==> config.mk <==
export PLATFORM = sky130hd
export DESIGN_NAME = sc_stream_decoder_16
export DESIGN_NICKNAME = d
export VERILOG_FILES = /design/src/rtl/sc_dec_pkg.sv /design/src/rtl/sc_rescale.sv /design/src/rtl/sc_stream_decoder_16.sv
export SDC_FILE = /design/constraint.sdc
export NUM_CORES = 1
export LEC_CHECK = 0
export ABC_AREA = 1
export BUFFER_PORTS_ARGS = -buffer_cell sky130_fd_sc_hd__buf_4
export CAP_MARGIN = 20
export CORE_UTILIZATION = 45
export DETAILED_ROUTE_END_ITERATION = 16
export GPL_TIMING_DRIVEN = 1
export PLACE_DENSITY = 0.68
export SLEW_MARGIN = 20
export SYNTH_ARGS = -nofsm -noshare
export SYNTH_HDL_FRONTEND = slang
export SYNTH_SLANG_ARGS = --single-unit
==> constraint.sdc <==
create_clock -name clock -period 2.7 [get_ports clock]
set_input_delay 0.135 -clock clock [delete_from_list [all_inputs] [get_ports clock]]
set_output_delay 0.135 -clock clock [all_outputs]
set_load 0.02 [all_outputs]
==> src/rtl/sc_dec_pkg.sv <==
// sc_dec_pkg: shared definitions for the stochastic-computing stream decoder.
//
// Contents:
//   sc_dec_state_e    - decoder FSM states (IDLE, COUNT, SCALE, OUTPUT)
//   SC_DATA_WIDTH     - operand width used at encode time
//   SC_OUT_WIDTH      - result width (2*SC_DATA_WIDTH)
//   SC_STREAM_LENGTH  - valid beats per conversion (power of two, >= 2)
//   SC_SHIFT_WIDTH    - width of each operand normalisation shift
//   SC_RESCALE_BIAS   - 2*SC_DATA_WIDTH-4, the exponent of the unscaled product
//   SC_ONES_W         - ones counter width, holds 0..SC_STREAM_LENGTH inclusive
//   SC_BEAT_W         - beat counter width, wraps to 0 on the last beat
package sc_dec_pkg;

  localparam int SC_DATA_WIDTH    = 8;
  localparam int SC_OUT_WIDTH     = 2 * SC_DATA_WIDTH;
  localparam int SC_STREAM_LENGTH = 16;
  localparam int SC_SHIFT_WIDTH   = 3;

  localparam int SC_RESCALE_BIAS  = 2 * SC_DATA_WIDTH - 4;
  localparam int SC_ONES_W        = $clog2(SC_STREAM_LENGTH) + 1;
  localparam int SC_BEAT_W        = $clog2(SC_STREAM_LENGTH);

  typedef enum logic [1:0] {
    ST_IDLE   = 2'd0,
    ST_COUNT  = 2'd1,
    ST_SCALE  = 2'd2,
    ST_OUTPUT = 2'd3
  } sc_dec_state_e;

endpackage

==> src/rtl/sc_rescale.sv <==
// sc_rescale: combinational rescale of a stochastic ones count back to a
// binary product, undoing the leading-zero normalisation of both operands.
//
//   k = SC_RESCALE_BIAS - sa - sb (signed)
//   k >= 0 : result = ones << k
//   k <  0 : result = ones >> -k (truncated)
//
// Optional feature (macro SC_DEC_SATURATE_EN):
//   defined   - any shifted value >= 2^SC_OUT_WIDTH clamps to all ones
//   undefined - the shifted value is truncated to SC_OUT_WIDTH bits
//
// Ports:
//   i_ones   in  SC_ONES_W       ones count from the stream
//   i_sa     in  SC_SHIFT_WIDTH  operand a normalisation shift
//   i_sb     in  SC_SHIFT_WIDTH  operand b normalisation shift
//   o_result out SC_OUT_WIDTH    rescaled product
module sc_rescale
  import sc_dec_pkg::*;
(
  input  logic [SC_ONES_W-1:0]      i_ones,
  input  logic [SC_SHIFT_WIDTH-1:0] i_sa,
  input  logic [SC_SHIFT_WIDTH-1:0] i_sb,
  output logic [SC_OUT_WIDTH-1:0]   o_result
);

  // Wide enough for the bias and both shifts; MSB is the sign of k.
  localparam int KW = 8;

  logic [KW-1:0] w_k;
  logic [KW-1:0] w_k_neg;
  logic          w_k_is_neg;

  assign w_k        = KW'(SC_RESCALE_BIAS) - KW'(i_sa) - KW'(i_sb);
  assign w_k_is_neg = w_k[KW-1];
  assign w_k_neg    = KW'(0) - w_k;

`ifdef SC_DEC_SATURATE_EN
  // Intermediate keeps every bit a left shift can produce so overflow is seen.
  localparam int WIDE_W = SC_ONES_W + SC_RESCALE_BIAS + SC_OUT_WIDTH;

  logic [WIDE_W-1:0] w_wide;

  always_comb begin
    if (w_k_is_neg) begin
      w_wide = WIDE_W'(i_ones) >> w_k_neg;
    end else begin
      w_wide = WIDE_W'(i_ones) << w_k;
    end
    if (|w_wide[WIDE_W-1:SC_OUT_WIDTH]) begin
      o_result = '1;
    end else begin
      o_result = w_wide[SC_OUT_WIDTH-1:0];
    end
  end
`else
  // Shifting inside the output width drops overflow bits, matching the
  // combinational SC multiplier bit for bit.
  always_comb begin
    if (w_k_is_neg) begin
      o_result = SC_OUT_WIDTH'(i_ones) >> w_k_neg;
    end else begin
      o_result = SC_OUT_WIDTH'(i_ones) << w_k;
    end
  end
`endif

endmodule

==> src/rtl/sc_stream_decoder_16.sv <==
// sc_stream_decoder_16: receiving end of the serial stochastic-computing
// multiplier lane. Counts the ones of a unipolar bitstream over
// SC_STREAM_LENGTH valid beats, rescales the count with the two operand
// shifts and offers the 16-bit product on a valid/ready output.
//
// Optional feature: SC_DEC_SATURATE_EN selects saturation instead of
// truncation on overflow (see sc_rescale).
//
// Handshake: the result transfers on a cycle where io_out_valid and
// io_out_ready are both high; io_out_valid and io_out_data stay stable until
// then, and io_out_valid never depends on io_out_ready.
//
// Ports:
//   clock         in   rising-edge clock
//   reset         in   synchronous active-high reset
//   io_start      in   start pulse, honoured only in IDLE
//   io_a_shift    in   operand a shift, sampled with io_start
//   io_b_shift    in   operand b shift, sampled with io_start
//   io_bit_valid  in   io_bit carries a valid beat
//   io_bit        in   stochastic bit
//   io_busy       out  state != IDLE
//   io_out_valid  out  result available
//   io_out_ready  in   consumer accepts the result
//   io_out_data   out  rescaled product
//   io_out_ones   out  raw ones count (debug)
//   io_dbg_state  out  current FSM state (debug)
module sc_stream_decoder_16
  import sc_dec_pkg::*;
(
  input  logic                      clock,
  input  logic                      reset,
  input  logic                      io_start,
  input  logic [SC_SHIFT_WIDTH-1:0] io_a_shift,
  input  logic [SC_SHIFT_WIDTH-1:0] io_b_shift,
  input  logic                      io_bit_valid,
  input  logic                      io_bit,
  output logic                      io_busy,
  output logic                      io_out_valid,
  input  logic                      io_out_ready,
  output logic [SC_OUT_WIDTH-1:0]   io_out_data,
  output logic [SC_ONES_W-1:0]      io_out_ones,
  output logic [1:0]                io_dbg_state
);

  sc_dec_state_e r_state;
  sc_dec_state_e w_next;

  logic [SC_ONES_W-1:0]      r_ones;
  logic [SC_BEAT_W-1:0]      r_beat;
  logic [SC_SHIFT_WIDTH-1:0] r_sa;
  logic [SC_SHIFT_WIDTH-1:0] r_sb;
  logic [SC_OUT_WIDTH-1:0]   r_out_data;
  logic [SC_ONES_W-1:0]      r_out_ones;

  logic                      w_last_beat;
  logic [SC_OUT_WIDTH-1:0]   w_rescaled;

  assign w_last_beat = io_bit_valid && (r_beat == SC_BEAT_W'(SC_STREAM_LENGTH - 1));

  sc_rescale u_rescale (
    .i_ones   (r_ones),
    .i_sa     (r_sa),
    .i_sb     (r_sb),
    .o_result (w_rescaled)
  );

  // Next-state logic
  always_comb begin
    w_next = r_state;
    case (r_state)
      ST_IDLE:   if (io_start)     w_next = ST_COUNT;
      ST_COUNT:  if (w_last_beat)  w_next = ST_SCALE;
      ST_SCALE:                    w_next = ST_OUTPUT;
      ST_OUTPUT: if (io_out_ready) w_next = ST_IDLE;
      default:                     w_next = ST_IDLE;
    endcase
  end

  always_ff @(posedge clock) begin
    if (reset) begin
      r_state <= ST_IDLE;
    end else begin
      r_state <= w_next;
    end
  end

  // Datapath registers, updated according to the current state
  always_ff @(posedge clock) begin
    if (reset) begin
      r_ones     <= '0;
      r_beat     <= '0;
      r_sa       <= '0;
      r_sb       <= '0;
      r_out_data <= '0;
      r_out_ones <= '0;
    end else begin
      case (r_state)
        ST_IDLE: begin
          if (io_start) begin
            r_sa   <= io_a_shift;
            r_sb   <= io_b_shift;
            r_ones <= '0;
            r_beat <= '0;
          end
        end
        ST_COUNT: begin
          if (io_bit_valid) begin
            r_ones <= r_ones + SC_ONES_W'(io_bit);
            // Power-of-two length: the last beat wraps the counter to 0.
            r_beat <= r_beat + SC_BEAT_W'(1);
          end
        end
        ST_SCALE: begin
          r_out_data <= w_rescaled;
          r_out_ones <= r_ones;
        end
        default: begin
        end
      endcase
    end
  end

  assign io_busy      = (r_state != ST_IDLE);
  assign io_out_valid = (r_state == ST_OUTPUT);
  assign io_out_data  = r_out_data;
  assign io_out_ones  = r_out_ones;
  assign io_dbg_state = r_state;

endmodule

==> summary.md, run 1 <==
* post-synthesis async set-or-reset flop share: 0%
* synthesis-to-layout area growth: 25.9%
* initial cell density of the core: 48.3%
* most frequently used flop master after synthesis: sky130_fd_sc_hd__dfxtp_1
* # diodes: 0
* number of rows created at floorplan: 25
* final layout net count: 412
* power per standard cell area: 1280 nW/um^2
* largest net degree at the start of global routing: 19
* Ys Warns: 0
* first-pass detailed-route iteration total: 4
* Detail Route Antenna Nets: 0
* Critical path buffers and inverters: 2
* Die H: 74.1 um
* post-layout worst setup margin: 0.0908 ns
* Floorplan Core Area: 4850 sq um
* transition time at the pin with the least slew margin: 0.667 ns
* part of the power in combinational logic: 66.3%
* final slew viol count: 0
* final number of setup-violating endpoints: 0
* clock sinks: 38
* final WL: 5620 um
* final design area excluding fillers: 2950 sq um
* total die area: 5490 sq um
* post-route clock period utilization: 96.6%
* clock-pin slew on the worst setup and hold paths: 0.07 ns
* Seq/Total Area, Yosys: 32.5%
* pre-CTS WS: -0.102 ns
* Net Sw Power: 1.83 mW
* total cell area at the placement stage: 2710 sq um
* vias in the first global route: 2,128
* initial drt markers: 106
* Boundary Pins: 37
* setup tns final: 0 ns
* class of the worst hold path: in2reg
* total number of H-tree levels: 2
* final total power: 3.76 mW
* crit end category: flop
* average footprint of a synthesized cell: 6.89 sq um
* share of post-route cells with drive strength above 1: 26.2%
* Longest Clk Path Bufs: 2
* Fmax: 383 MHz
* Static Leakage: 1.35 nW
* register bit total from synthesis: 38
* number of enable flip-flop cells after synthesis: 0
* Die X: 74.1 um
* final worst clock skew: 0.00475 ns
* number of instances in the placed design: 439
* distinct cell type count of the synthesized netlist: 34
* critical path launch point type: flop
* CP most frequent cell: sky130_fd_sc_hd__nor2_4
* global-route wire length before repair: 9160 um
* leading cell type in the layout, fill and taps excluded: sky130_fd_sc_hd__nand2_1
* Net Count, Synth: 367
* clock tree from TritonCTS: done
* number of DRC violations after detailed routing: 0
* clock root buffer: sky130_fd_sc_hd__clkbuf_8
* total overflow reported by the global router: 0
* unrepaired setup endpoints after global routing: true
* proportion of power drawn by the clock network: 13.1%
* drt wl/cell: 12.4 um
* maximum single-stage delay on the critical path: 0.36 ns
* non-filler cells, final: 452
* number of buffers added on ports: 36
* worst rel slew slack: 55.1%
* Int Power: 1.93 mW
* worst-path cell chain: inv_4 > ha_4 > xor2_1 > ha_1 > nand2_2 > nor2_4 > nor2_4 > ha_4 > inv_4 > nor2_4 > nand2_1 > nand2_1 > nand3_2 > nor2_4 > nand3_2 > o21ai_2 > nor2_1 > nor2_1
* proportion of total power due to net switching: 48.6%
* synthesized netlist cell count: 340
* highest-delay cell along the critical path: sky130_fd_sc_hd__dfxtp_2
* worst-skew pair later-pin latency: 0.29 ns
* Placer Congestion: 0.923
* Setup CP Type: reg2reg
* critical path data arrival time: 2.84 ns
* cell type group with the largest total delay on the critical path: simple AND/OR/NAND/NOR gates
* crit path max fanout: 8
* Req. time, crit path: 2.93 ns
* hold buffer count at CTS: 0
* sequential cell fraction of total power: 20.6%
* overall fraction of global-route tracks in use: 21.7%
* Tmin final: 2.61 ns
* cell area after synthesis: 2340 sq um
* total vias in the final route: 2,289
* antenna violations before repair: 0
* final hold violations: 0
* maximum vdd ir drop: 612 uV
* CTS buffer count: 5
* via density per instance: 5.06
* total half-perimeter wirelength after legalization and detailed placement: 4130 um
* most frequent cells in the layout: sky130_fd_sc_hd__nand2_1, sky130_fd_sc_hd__buf_4, sky130_fd_sc_hd__dfxtp_1, sky130_fd_sc_hd__nor2_1, sky130_fd_sc_hd__inv_1
* final standard cell utilization of the core: 60.8%
* result of the run: finished clean
* reported max-cap violation count: 0
* worst slack on hold paths: 0.0995 ns
==> cell usage after synthesis (5+ instances only) <==
cell type,count,area [sq um]
sky130_fd_sc_hd__nor3_1,5,25.0
sky130_fd_sc_hd__nor2_1,35,131
sky130_fd_sc_hd__nand3_1,32,160
sky130_fd_sc_hd__ha_1,14,175
sky130_fd_sc_hd__a21oi_1,27,135
sky130_fd_sc_hd__inv_2,5,18.8
sky130_fd_sc_hd__nand2_4,5,56.3
sky130_fd_sc_hd__dfxtp_1,38,761
sky130_fd_sc_hd__o21ai_1,6,30.0
sky130_fd_sc_hd__nand3_2,5,50.1
sky130_fd_sc_hd__inv_1,33,124
sky130_fd_sc_hd__clkbuf_1,9,33.8
sky130_fd_sc_hd__o21ai_0,20,100
sky130_fd_sc_hd__nand2_1,75,282
==> flip-flops by register name, summed over array words and instances (netlist names) <==
name,count
io_dbg_state,2
io_out_data,16
io_out_ones,5
r_beat,4
r_ones,5
r_sa,3
r_sb,3
==> routing by layer <==
metal / track usage, % / share of wire (%) / vias up / wire, um
met4: 6.41 / 1.8 / 0 / 100
li1: - / - / 1201 / -
met3: 4.74 / 3.3 / 10 / 185
met5: 0 / 0 / - / 0
met2: 38.2 / 48 / 43 / 2710
met1: 26.6 / 47 / 1035 / 2620
==> timing repair <==
| action | 4_1_cts | 5_1_grt |
|---|---|---|
| endpoints found under the setup margin | 5 | 9 |
| endpoints found under the hold margin | 0 | 0 |
| resized for setup | 2 | 20 |
| buffers inserted | 0 | 6 |
| pin swaps | 1 | 20 |
==> cell type report <==
cell class                 count  area (sq um)
clock inverter                 1          30.0
sequential                    38           763
clock buffer                   6          82.6
fill                         472          1900
inverter                      38           148
multi-input combinational    253          1470
timing repair buffer          49           368
tap                           67          83.8
==> path summary, 6_finish.rpt <==
| path | slack [ns] | end | cells after the start | from |
|---|---|---|---|---|
| max reg2reg | 0.09 | io_out_data[2] | 18 | r_sa[0] |
| min reg2reg | 0.47 | io_out_data[9] | 2 | io_out_data[9] |
| max | 0.09 | io_out_data[2] | 18 | r_sa[0] |
| min | 0.1 | r_sb[0] | 3 | io_b_shift[0] |
==> cell families (layout without fill, tap and decap cells) <==
| family | Yosys count | count (layout) | synth area share [%] |
|---|---|---|---|
| compound gates | 62 | 62 | 14.2 |
| xor+xnor | 3 | 3 | 1.44 |
| fa+ha+maj | 15 | 15 | 8.34 |
| buf+inv | 49 | 94 | 7.91 |
| flops | 38 | 38 | 32.5 |
| simple gates | 173 | 173 | 35.6 |
==> power by group through the flow <==
stage	registers [mW]	clock network [mW]	logic, mW
finish	0.773	0.494	2.50
global route	0.790	0.529	2.74
CTS	0.769	0.505	2.22
detailed placement	0.781	0	2.17
global placement	0.778	0	2.13
floorplan	0.875	0	1.48
==> tightest hold or removal path, delay by kind of cell <==
| family | cells | cell delay, ns |
|---|---|---|
| and+or+nand+nor | 1 | 0.08 |
| AOI/OAI and AO/OA | 1 | 0.07 |
| buffers and inverters | 1 | 0.07 |
Power figures use the tool's default switching activity.
==> run 2, diff against run 1 <==
--- a/config.mk
+++ b/config.mk
@@ -11,8 +11,10 @@
 export CORE_UTILIZATION = 45
 export DETAILED_ROUTE_END_ITERATION = 16
 export GPL_TIMING_DRIVEN = 1
-export PLACE_DENSITY = 0.68
+export PLACE_DENSITY = 0.66
+export SKIP_CTS_REPAIR_TIMING = 1
 export SLEW_MARGIN = 20
 export SYNTH_ARGS = -nofsm -noshare
 export SYNTH_HDL_FRONTEND = slang
 export SYNTH_SLANG_ARGS = --single-unit
+export TNS_END_PERCENT = 30
==> constraint.sdc (replaced) <==
create_clock -name clock -period 2.5 [get_ports clock]
set_input_delay 0.125 -clock clock [delete_from_list [all_inputs] [get_ports clock]]
set_output_delay 0.125 -clock clock [all_outputs]
set_load 0.02 [all_outputs]
==> run 2 against run 1 <==
Net effect: count of clock-buffer cells in the layout unchanged; sequential power up 7.6%; non-clock buffer count up 1; largest cell class unchanged; the run now ends with negative setup slack left; maximum frequency up 0.41%; flip-flop and latch count unchanged; core utilization down 0.15 points; sequential share of layout area up 0.066 points.
==> summary.md, run 2 (synthesized netlist as in run 1, its figures left out) <==
* result of the run: finished with violations
* violations in the final reports: negative setup slack
* synthesis-to-layout area growth: 25.6%
* final hold violations: 0
* Setup CP Type: reg2reg
* first-pass detailed-route iteration total: 4
* critical path data arrival time: 2.85 ns
* worst slack on hold paths: 0.0799 ns
* antenna violations before repair: 0
* Net Sw Power: 1.98 mW
* total overflow reported by the global router: 0
* initial drt markers: 120
* Req. time, crit path: 2.75 ns
* global-route wire length before repair: 9160 um
* max FFs per register: 16
* Floorplan Core Area: 4850 sq um
* maximum vdd ir drop: 521 uV
* via density per instance: 5.12
* vias in the first global route: 2,024
* worst-path cell chain: inv_2 > ha_4 > xor2_1 > ha_1 > nand2_1 > nor2_2 > nor2_4 > ha_4 > inv_8 > nor2_4 > nand3_2 > nand2_1 > nand3_2 > nor2_4 > nand2_1 > nand2_1 > nand2_1 > a21oi_2
* power per standard cell area: 1350 nW/um^2
* final slew viol count: 0
* largest net degree at the start of global routing: 19
* crit end category: flop
* initial cell density of the core: 48.3%
* leading cell type in the layout, fill and taps excluded: sky130_fd_sc_hd__nand2_1
* clock tree from TritonCTS: done
* Detail Route Antenna Nets: 0
* highest-delay cell along the critical path: sky130_fd_sc_hd__dfxtp_2
* sequential cell fraction of total power: 21.0%
* final worst clock skew: 0.0105 ns
* Int Power: 1.99 mW
* Placer Congestion: 0.886
* Die X: 74.1 um
* share of post-route cells with drive strength above 1: 26.6%
* maximum single-stage delay on the critical path: 0.34 ns
* number of rows created at floorplan: 25
* Fmax: 385 MHz
* clock root buffer: sky130_fd_sc_hd__clkbuf_8
* reported max-cap violation count: 0
* met3 layer usage reported by global route: 5.83%
* CP most frequent cell: sky130_fd_sc_hd__nand2_1
* final WL: 5620 um
* met1 track demand over resource: 28.8%
* total half-perimeter wirelength after legalization and detailed placement: 4180 um
* part of the power in combinational logic: 67.3%
* met2 demand-to-capacity share in global routing: 35.5%
* worst rel slew slack: 55.8%
* proportion of power drawn by the clock network: 11.7%
* drt wl/cell: 12.4 um
* critical path launch point type: flop
* number of instances in the placed design: 444
* Boundary Pins: 37
* non-filler cells, final: 454
* number of DRC violations after detailed routing: 0
* Longest Clk Path Bufs: 2
* Static Leakage: 1.35 nW
* transition time at the pin with the least slew margin: 0.656 ns
* proportion of total power due to net switching: 49.8%
* unrepaired setup endpoints after global routing: true
* Die H: 74.1 um
* crit path max fanout: 8
* number of buffers added on ports: 36
* post-layout worst setup margin: -0.0985 ns
* Tmin final: 2.60 ns
* most frequent cells in the layout: sky130_fd_sc_hd__nand2_1, sky130_fd_sc_hd__buf_4, sky130_fd_sc_hd__dfxtp_1, sky130_fd_sc_hd__nor2_1, sky130_fd_sc_hd__inv_1
* overall fraction of global-route tracks in use: 22.0%
* filler cell count in the final layout: 484
* final number of setup-violating endpoints: 5
* total die area: 5490 sq um
* total vias in the final route: 2,325
* # diodes: 0
* total number of H-tree levels: 2
* clock sinks: 38
* post-route clock period utilization: 104%
* final layout net count: 413
* clock-pin slew on the worst setup and hold paths: 0.09 ns
* class of the worst hold path: in2reg
* worst-skew pair later-pin latency: 0.31 ns
* CTS buffer count: 5
* layer with the highest usage after global routing: met2
* final total power: 3.97 mW
==> run 2: cell types whose count changed in the layout (fill, tap and decap cells not counted), moves of 2 or more <==
cell and change:
sky130_fd_sc_hd__o21ai_1 +2, sky130_fd_sc_hd__nand3_2 +3, sky130_fd_sc_hd__o21ai_2 -2, sky130_fd_sc_hd__nand3_1 -3, sky130_fd_sc_hd__inv_4 -2, sky130_fd_sc_hd__nand2_1 +2, sky130_fd_sc_hd__nand2_2 -2
==> run 2: layout make-up <==
cell class	instances	area, sq um	area share, %
multi-input cells	253	1470	50.1
clock inverters	2	12.5	0.426
repair buffers	50	375	12.8
inverters	38	150	5.11
clock buffers	6	82.6	2.81
well taps	67	83.8	2.85
flip-flops and latches	38	763	26.0
==> run 2: layer usage <==
layer / vias to the layer above / routed length, um
met5: - / 0
met4: 0 / 61
met3: 6 / 237
met2: 46 / 2620
met1: 1071 / 2710
li1: 1202 / -
==> run 2: critical path, delay by kind of cell, from the launching register on <==
| kind | cells | cell delay [ns] |
|---|---|---|
| xor+xnor | 1 | 0.13 |
| flops | 1 | 0.34 |
| buf+inv | 2 | 0.10 |
| compound gates | 1 | 0.11 |
| simple gates | 11 | 1.05 |
| fa+ha+maj | 3 | 0.79 |
==> run 2: final timing paths <==
check                 start             end  slack [ns]  cells past startpoint
max                 r_sa[0]  io_out_data[0]        -0.1                     18
max reg2reg         r_sa[0]  io_out_data[0]        -0.1                     18
min           io_b_shift[0]         r_sb[0]        0.08                      3
min reg2reg  io_out_data[5]  io_out_data[5]        0.47                      2
==> run 2: power groups by stage <==
stage / Combinational [mW] / Clock, mW / Sequential [mW]
floorplan: 1.77 / 0 / 0.948
global placement: 2.56 / 0 / 0.843
detailed placement: 2.56 / 0 / 0.843
CTS: 2.58 / 0.464 / 0.831
global route: 2.95 / 0.493 / 0.850
finish: 2.67 / 0.464 / 0.832
==> run 2: metrics by stage <==
stage          setup TNS, ns  area [sq um]  worst slack (ns)  util [%]
2_1_floorplan         -0.145          2400           -0.0563         -
3_3_place_gp         -0.0308          2790           -0.0148      57.6
3_5_place_dp          -0.327          2790            -0.102      57.6
4_1_cts               -0.422          2890            -0.122      59.6
5_1_grt                -1.49          2940            -0.240      60.6
6_report              -0.327          2940           -0.0985      60.6
==> run 3, diff against run 2 <==
==> constraint.sdc (replaced) <==
create_clock -name clock -period 3.1 [get_ports clock]
set_input_delay 0.155 -clock clock [delete_from_list [all_inputs] [get_ports clock]]
set_output_delay 0.155 -clock clock [all_outputs]
set_load 0.02 [all_outputs]
==> run 3 against run 2 <==
Net effect: the run now ends clean; critical path depth shrank 2; sequential share of layout area is 1.5 points higher; design area fell by 5.8%; maximum frequency down 8.5%; via count shrank 3.0%; setup slack better by 0.36 ns; count of clock-buffer cells in the layout unchanged; largest power group unchanged.
==> summary.md, run 3 (synthesized netlist as in run 1, its figures left out) <==
* maximum vdd ir drop: 509 uV
* post-route clock period utilization: 91.6%
* clock tree from TritonCTS: done
* filler cell count in the final layout: 501
* crit end category: flop
* Boundary Pins: 37
* critical path data arrival time: 3.07 ns
* Req. time, crit path: 3.33 ns
* Die H: 74.1 um
* class of the worst hold path: in2reg
* drt wl/cell: 12.2 um
* pre-CTS WS: 0.306 ns
* layer with the highest usage after global routing: met2
* leading cell type in the layout, fill and taps excluded: sky130_fd_sc_hd__nand2_1
* post-layout worst setup margin: 0.261 ns
* clock root buffer: sky130_fd_sc_hd__clkbuf_8
* Floorplan Core Area: 4850 sq um
* highest-delay cell along the critical path: sky130_fd_sc_hd__ha_1
* final hold violations: 0
* number of buffers added on ports: 36
* clock-pin slew on the worst setup and hold paths: 0.08 ns
* Detail Route Antenna Nets: 0
* final number of setup-violating endpoints: 0
* number of rows created at floorplan: 25
* met2 demand-to-capacity share in global routing: 36.5%
* result of the run: finished clean
* transition time at the pin with the least slew margin: 0.659 ns
* total die area: 5490 sq um
* total number of H-tree levels: 2
* CTS buffer count: 5
* Longest Clk Path Bufs: 2
* overall fraction of global-route tracks in use: 21.8%
* number of DRC violations after detailed routing: 0
* Static Leakage: 1.28 nW
* antenna violations before repair: 0
* total vias in the final route: 2,255
* # diodes: 0
* met1 track demand over resource: 27.9%
* clock sinks: 38
* Die X: 74.1 um
* worst-skew pair later-pin latency: 0.29 ns
* max FFs per register: 16
* critical path launch point type: flop
* total half-perimeter wirelength after legalization and detailed placement: 4090 um
* most frequent cells in the layout: sky130_fd_sc_hd__nand2_1, sky130_fd_sc_hd__buf_4, sky130_fd_sc_hd__dfxtp_1, sky130_fd_sc_hd__nor2_1, sky130_fd_sc_hd__inv_1
* Tmin final: 2.84 ns
* met3 layer usage reported by global route: 4.34%
* maximum single-stage delay on the critical path: 0.34 ns
* total overflow reported by the global router: 0
* final worst clock skew: 0.00640 ns
* first-pass detailed-route iteration total: 4
* initial cell density of the core: 48.3%
* final WL: 5420 um
* final layout net count: 402
* worst rel slew slack: 55.6%
* unrepaired setup endpoints after global routing: false
* share of post-route cells with drive strength above 1: 19.9%
* setup tns final: 0 ns
* crit path max fanout: 7
* power per standard cell area: 1030 nW/um^2
* reported max-cap violation count: 0
* global-route wire length before repair: 9170 um
* Setup CP Type: reg2reg
* final slew viol count: 0
* via density per instance: 5.09
* Fmax: 352 MHz
* worst-path cell chain: inv_1 > ha_1 > xor2_1 > ha_1 > nand2_1 > nand2_1 > nor2_2 > ha_1 > buf_4 > xor2_2 > nand3_1 > nor2_2 > nand3_1 > nand2_1 > nor2_1 > nor2_1
* largest net degree at the start of global routing: 19
* Placer Congestion: 0.969
* synthesis-to-layout area growth: 18.3%
* initial drt markers: 93
* vias in the first global route: 2,093
## run 3: cell types whose count changed in the layout (fill, tap and decap cells not counted), sizes merged
cell,previous run,this run
buf,50,39
## run 3: report_power, final
group / switching, mW / internal (mW)
Sequential: 0.0691 / 0.598
Clock: 0.182 / 0.179
Combinational: 1.22 / 0.617
## run 3: critical path: cells and delay by family, from the launching register on
| kind | cells | cell delay (ns) |
|---|---|---|
| xor+xnor | 2 | 0.31 |
| simple gates | 9 | 1.04 |
| fa+ha+maj | 3 | 0.84 |
| buf+inv | 2 | 0.25 |
| flops | 1 | 0.33 |
## run 3: final timing paths
| check | start | to | slack, ns | cells past startpoint |
|---|---|---|---|---|
| worst min register to register | io_out_data[11] | io_out_data[11] | 0.47 | 2 |
| worst max register to register | r_sa[0] | io_out_data[2] | 0.26 | 16 |
| worst max-delay path | r_sa[0] | io_out_data[2] | 0.26 | 16 |
| worst min-delay path | io_b_shift[0] | r_sb[0] | 0.13 | 3 |
## run 3: stage by stage
| stage | hold slack [ns] | cells | power (mW) | cell area (sq um) | utilization (%) |
|---|---|---|---|---|---|
| after floorplan | 0.322 | 340 | 2.04 | 2340 | - |
| after global placement | 0.419 | 435 | 2.48 | 2680 | 55.2 |
| after detailed placement | 0.418 | 435 | 2.50 | 2680 | 55.2 |
| after CTS | 0.106 | 443 | 2.87 | 2770 | 57.1 |
| after global routing | 0.162 | 443 | 3.13 | 2770 | 57.1 |
| final | 0.125 | 443 | 2.86 | 2770 | 57.1 |
## run 3: layer usage
metal	vias up	share of wire [%]
li1	1179	-
met1	1025	47
met2	43	47
met3	8	4.1
met4	0	1.8
met5	-	0
## run 3: final cells by class
class | count | area, sq um | share of cell area [%]
timing repair buffer | 39 | 293 | 10.6
multi-input combinational | 253 | 1400 | 50.4
clock buffer | 6 | 82.6 | 2.98
inverter | 38 | 143 | 5.15
clock inverter | 2 | 12.5 | 0.452
tap | 67 | 83.8 | 3.03
sequential | 38 | 761 | 27.5
